[src/rtl/stream_mux_n.sv]
// stream_mux_n: NCH-to-1 stream mux with fixed or round-robin grant and a single registered output slot
module stream_mux_n #(
    parameter int WIDTH = 8,
    parameter int NCH   = 4,
    parameter int SELW  = 2
) (
    input  logic                 clk,
    input  logic                 rst_n,
    input  logic [NCH*WIDTH-1:0] in_data,
    input  logic [NCH-1:0]       in_valid,
    output logic [NCH-1:0]       in_ready,
    input  logic [SELW-1:0]      sel,
    input  logic                 mode,
    output logic [WIDTH-1:0]     out_data,
    output logic                 out_valid,
    input  logic                 out_ready,
    output logic [SELW-1:0]      out_ch
);
    logic [WIDTH-1:0] data_q, data_d;
    logic [SELW-1:0]  ch_q, ch_d, ptr_q, ptr_d;
    logic             valid_q, valid_d;
    logic [SELW-1:0]  rr_grant, grant, idx;
    logic             found, grant_valid, load_en, in_xfer;
    // NCH is a power of two, so SELW-bit addition wraps the search modulo NCH
    always_comb begin
        rr_grant = ptr_q;
        found    = 1'b0;
        idx      = '0;
        for (int k = 0; k < NCH; k++) begin
            idx = ptr_q + SELW'(k);
            if (!found && in_valid[idx]) begin
                rr_grant = idx;
                found    = 1'b1;
            end
        end
    end
    always_comb begin
        load_en     = !valid_q || out_ready;
        grant       = mode ? rr_grant : sel;
        grant_valid = mode ? |in_valid : in_valid[sel];
        in_xfer     = rst_n && load_en && grant_valid;
        in_ready    = in_xfer ? NCH'(1) << grant : '0;
        data_d      = in_xfer ? in_data[grant*WIDTH +: WIDTH] : data_q;
        ch_d        = in_xfer ? grant : ch_q;
        valid_d     = in_xfer ? 1'b1 : (out_ready ? 1'b0 : valid_q);
        ptr_d       = (in_xfer && mode) ? grant + SELW'(1) : ptr_q;
    end
    always_ff @(posedge clk or negedge rst_n) begin
        if (!rst_n) begin
            data_q  <= '0;
            ch_q    <= '0;
            ptr_q   <= '0;
            valid_q <= 1'b0;
        end else begin
            data_q  <= data_d;
            ch_q    <= ch_d;
            ptr_q   <= ptr_d;
            valid_q <= valid_d;
        end
    end
    assign out_data  = data_q;
    assign out_ch    = ch_q;
    assign out_valid = valid_q;
endmodule

[config.mk]
export PLATFORM = sky130hd
export DESIGN_NAME = stream_mux_n
export DESIGN_NICKNAME = d
export VERILOG_FILES = /design/src/rtl/stream_mux_n.sv
export SDC_FILE = /design/constraint.sdc
export NUM_CORES = 1
export LEC_CHECK = 0
export BUFFER_PORTS_ARGS = -buffer_cell sky130_fd_sc_hd__buf_2
export CAP_MARGIN = 0
export CELL_PAD_IN_SITES_DETAIL_PLACEMENT = 1
export CELL_PAD_IN_SITES_GLOBAL_PLACEMENT = 1
export CORE_AREA = 2 2 64 66
export DETAILED_ROUTE_END_ITERATION = 8
export DIE_AREA = 0 0 66 68
export PLACE_DENSITY = 0.84
export SLEW_MARGIN = 30
export SYNTH_ARGS = -nofsm -noshare
export SYNTH_HDL_FRONTEND = slang
export SYNTH_SLANG_ARGS = --single-unit
[constraint.sdc]
create_clock -name clk -period 2.8 [get_ports clk]
set_input_delay 0.84 -clock clk [delete_from_list [all_inputs] [get_ports clk]]
set_output_delay 0.84 -clock clk [all_outputs]
set_load 0.02 [all_outputs]
After elaboration in Yosys (flattened, before gate mapping)
Index checks and enable logic that the tools add are counted.
Widths: inputs -> output; s select.
{"block": "word_totals", "output_inout_bits": 15, "register_bits": 13, "in_bits": 42, "elab_cells": 49}
{"block": "op_classes", "add_sub_neg": 4, "n_mux": 21, "n_reduce_logical": 13, "n_shift": 2, "magnitude_cmp": 5}
{"op": "$shiftx 32x6->8", "count": 1}
{"op": "$lt 2x3->1 const B", "count": 5}
{"op": "$mux 1", "count": 11}
{"op": "$bmux 1 s2", "count": 5}
{"op": "$mux 2", "count": 4}
{"op": "$logic_and 1x1->1", "count": 6}
{"op": "$add 2x1->2 const B", "count": 2}
{"op": "$add 2x2->2 const B", "count": 2}
{"op": "$logic_not 1->1", "count": 4}
{"op": "$mux 4", "count": 1}
{"op": "$reduce_or 4->1", "count": 1}
{"op": "$shl 1x2->4 const A", "count": 1}
{"op": "$reduce_bool 2->1", "count": 1}
{"op": "$logic_or 1x1->1", "count": 1}

Depth between registers and ports, before layout
{"block": "logic_depth", "depth_word": 15, "mapped_depth": 8, "mapped_depth_nobuf": 6}

Worst setup path before layout
No wires, ideal clock.
{"block": "synth_path", "kind": "input -> output", "startpoint": "input port in_valid[3]", "endpoint": "output port in_ready[0]", "arrival_time_ps": 2287, "path_stages": 7, "n_path_buf": 2, "required_time_ps": 1960, "slack_ps": -327, "path_cell_list": "buf_6 > nor2b_1 > mux4_1 > o21ai_1 > or2b_2 > buf_4 > nor3_1"}
{"block": "synth_between", "elab_chain_len": 15, "word_cells_on_any_way": 28, "cone_classes": "shift: 1; mux: 19; reduce/logical: 8"}
{"item": "start: declaration", "line": "10", "text": "input logic [NCH-1:0] in_valid,"}
{"item": "$bmux 1 s2", "line": "31", "text": "if (!found && in_valid[idx]) begin"}
{"item": "$mux 1 (implied by the code)", "line": "31"}
{"item": "$mux 1", "line": "31"}
{"item": "$logic_not 1->1", "line": "31"}
{"item": "$logic_and 1x1->1", "line": "31"}
{"item": "$mux 1", "line": "31"}
{"item": "$logic_not 1->1", "line": "31"}
{"item": "$logic_and 1x1->1", "line": "31"}
{"item": "$mux 1", "line": "31"}
{"item": "$logic_not 1->1", "line": "31"}
{"item": "$logic_and 1x1->1", "line": "31"}
{"item": "$mux 2", "line": "31"}
{"item": "$mux 2", "line": "39", "text": "grant = mode ? rr_grant : sel;"}
{"item": "$shl 1x2->4", "line": "42", "text": "in_ready = in_xfer ? NCH'(1) << grant : '0;"}
{"item": "$mux 4 *", "line": "42"}
{"item": "end: declaration", "line": "11", "text": "output logic [NCH-1:0] in_ready,"}
Every way passes the cells marked *; elsewhere a longest branch is shown, timed or not. The select of a mux whose other input is x is not followed.

Worst setup path after layout
{"block": "layout_path", "startpoint": "input port in_valid[3]", "endpoint": "output port in_ready[2]"}
Same word-level chain as after synthesis.

==> impl_metrics.ini <==
[clocking]
clkSinkCount = 13
cts_max_path_buffers = 2
clk_pin_slew_ns = 0.06
cts_buffers = 3
h-tree-depth = 1
cts_tree = done
root_buffer = clkbuf_8
clk_latency_ns = 0.25

[yosys]
synth_top_cells_by_area = dfrtp_1, mux2i_1, mux2_4, nand2_1, o21ai_2
synth_edf_count = 0
yosysTopAreaCell = dfrtp_1
ys_seq_area_share_pct = 30.4
synth_nets = 150
syn_inst = 108
ys_types = 33
synth_seq_cells = 13
synth_ff_type = dfrtp_1
synth_top_area_share_pct = 30.4
synthArstFlopShare_pct = 100
yosys-top-cells-count = mux2i_1, nand2_1, dfrtp_1, o21ai_1
syn_avg_cell_area_um2 = 9.89
yosys_warnings = 0
synth.most_common_cell = mux2i_1
synth_area_um2 = 1070

[worst_setup_path]
criticalPathCategory = in -> out
slowest_delay_ns = 0.50
crit_fanout = 5
path_cells = buf_8 -> nor2b_4 -> mux4_2 -> o21ai_2 -> or2b_4 -> nand2b_4 -> nor2_2 -> buf_6
crit_path_start_kind = input port
timing.critical_path.buf_inv = 2
reg2reg_slack_ns = 0.72
crit_family = multiplexers
cpMaxStageDelayCell = mux4_2
cp.arrival_ns = 2.18
critPathRequiredTime_ns = 1.96
endpoint_kind = output pin

[cells_and_area]
antenna_cells = 0
drive_gt1_share_pct = 60.7
fin_util_pct = 43.6
layoutNonFillerInstCount = 233
area_delta_synth_final_pct = 57.4
nets = 226

[sta]
hold_ws_ns = 0.472
relSlewSlack_pct = 76.9
fin_crit_ns = 3.02
rsz0062_at_grt = yes
clock.fmax_ghz = 0.332
worst_slack_ns = -0.216
drv_slew = 0
tightest_slew_ns = 0.346
hold_viol = 0
setup_viol = 4
post-route-period-util_pct = 108
finClkSkew_ns = 0.00436
fin_tns_setup_ns = -0.758

[run_status]
status = finished, violations left
violations = setup timing

[die]
rows = 23
fp.dieH_um = 68
start_util_pct = 27.7
dieWidth_um = 66
die_area_um2 = 4490
ios = 57
core_region_area_um2 = 3860

[power_and_ir_drop]
ir_drop_mv = 0.259
p_leak_nw = 0.876
total_power_mw = 0.967
powerDensity_nw_per_um2 = 575

[grt]
grt_max_degree = 17
antenna_found_initial = 0
grt_first_pass_wirelength_mm = 5.06
grt_pass1_vias = 1129
grt_remaining_overflow = 0
gr-usage-all-layers_pct = 14.9

[worst_hold_path]
holdCritPathClass = reg -> reg

[detailed_routing]
ant_nets = 0
via_count = 1102
drtIter0Drc = 19
finalWirelength_mm = 3.26
via_per_inst = 4.73
drt_pass1_iterations = 4
wire_per_inst_um = 14.0
drc_errors = 0

[run]
cap_violations = 0

[placed_design]
place.gp.congestion = 0.782
portBuffers = 56
placedCellCount = 223
hpwl_mm = 2.57
## registers in the layout, summed over array words and instances, names as in the netlist
signal     cells
out_data       8
out_ch         2
ptr_q          2
out_valid      1
## final timing paths
check / startpoint / endpoint / depth (start not counted)
hold reg to reg: out_data[3] / out_data[3] / 2
max in group asynchronous: rst_n / out_data[6] / 2
setup / recovery: in_valid[3] / in_ready[2] / 8
min in group asynchronous: rst_n / out_ch[1] / 2
hold / removal: out_data[3] / out_data[3] / 2
setup reg to reg: ptr_q[0] / out_data[3] / 8
## worst reg2reg max path: cells and delay by family, from the launching register on
family          cells  cell delay [ns]
compound gates      3             0.45
buf+inv             2             0.41
flops               1             0.46
mux                 2             0.42
simple gates        1             0.22
## repair_timing
| action | in CTS | in global routing |
|---|---|---|
| endpoints found under the setup margin | 4 | 4 |
| gates resized for setup | 12 | 6 |
| pin swaps | 2 | 3 |
| hold buffers | 0 | 0 |
| buffers inserted | 3 | 3 |
## placed cells by master (no fill, tap or decap), drive strengths merged, types with 3 or more instances in the layout
cell type  instances
buf               78
mux2i             16
nand2             15
dfrtp             13
o21ai             13
mux2               8
clkbuf             4
inv                4
nor2b              3
nand2b             3
nor3               3
nor2               3
## cell families (layout without fill, tap and decap cells)
group / after synthesis / after routing / share of synthesized area, %
buf+inv: 11 / 86 / 6.91
compound gates: 24 / 24 / 17.6
xor+xnor: 1 / 1 / 0.820
flops: 13 / 13 / 30.4
simple gates: 34 / 34 / 16.3
mux: 25 / 25 / 28.0
## power breakdown
| group | switching, mW | total [mW] | internal, mW |
|---|---|---|---|
| Combinational | 0.256 | 0.508 | 0.252 |
| Sequential | 0.0471 | 0.287 | 0.240 |
| Clock | 0.0715 | 0.172 | 0.101 |
| Total | 0.375 | 0.967 | 0.592 |
## stage by stage
stage | setup WS (ns) | instance area (um^2)
after global routing | -0.244 | 1680
after global placement | -0.275 | 1540
after CTS | -0.222 | 1640
final | -0.216 | 1680
after floorplan | -0.0751 | 1110
after detailed placement | -0.301 | 1540
## routing by layer
layer | vias up | share of wire, % | global-route usage [%]
li1 | 541 | - | -
met1 | 509 | 38 | 16.4
met2 | 48 | 52 | 26.5
met3 | 4 | 9.4 | 5.10
met4 | 0 | 1.2 | 6.12
met5 | - | 0 | 0
## cell type report
cell class                      instances  area [um^2]
Clock buffer                            4         45.0
Tap cell                               50         62.6
Fill cell                             490         2170
Timing Repair Buffer                   78          512
Inverter                                4         15.0
Sequential cell                        13          325
Multi-Input combinational cell         84          722
No activity file was read; power rests on OpenSTA's default activity.
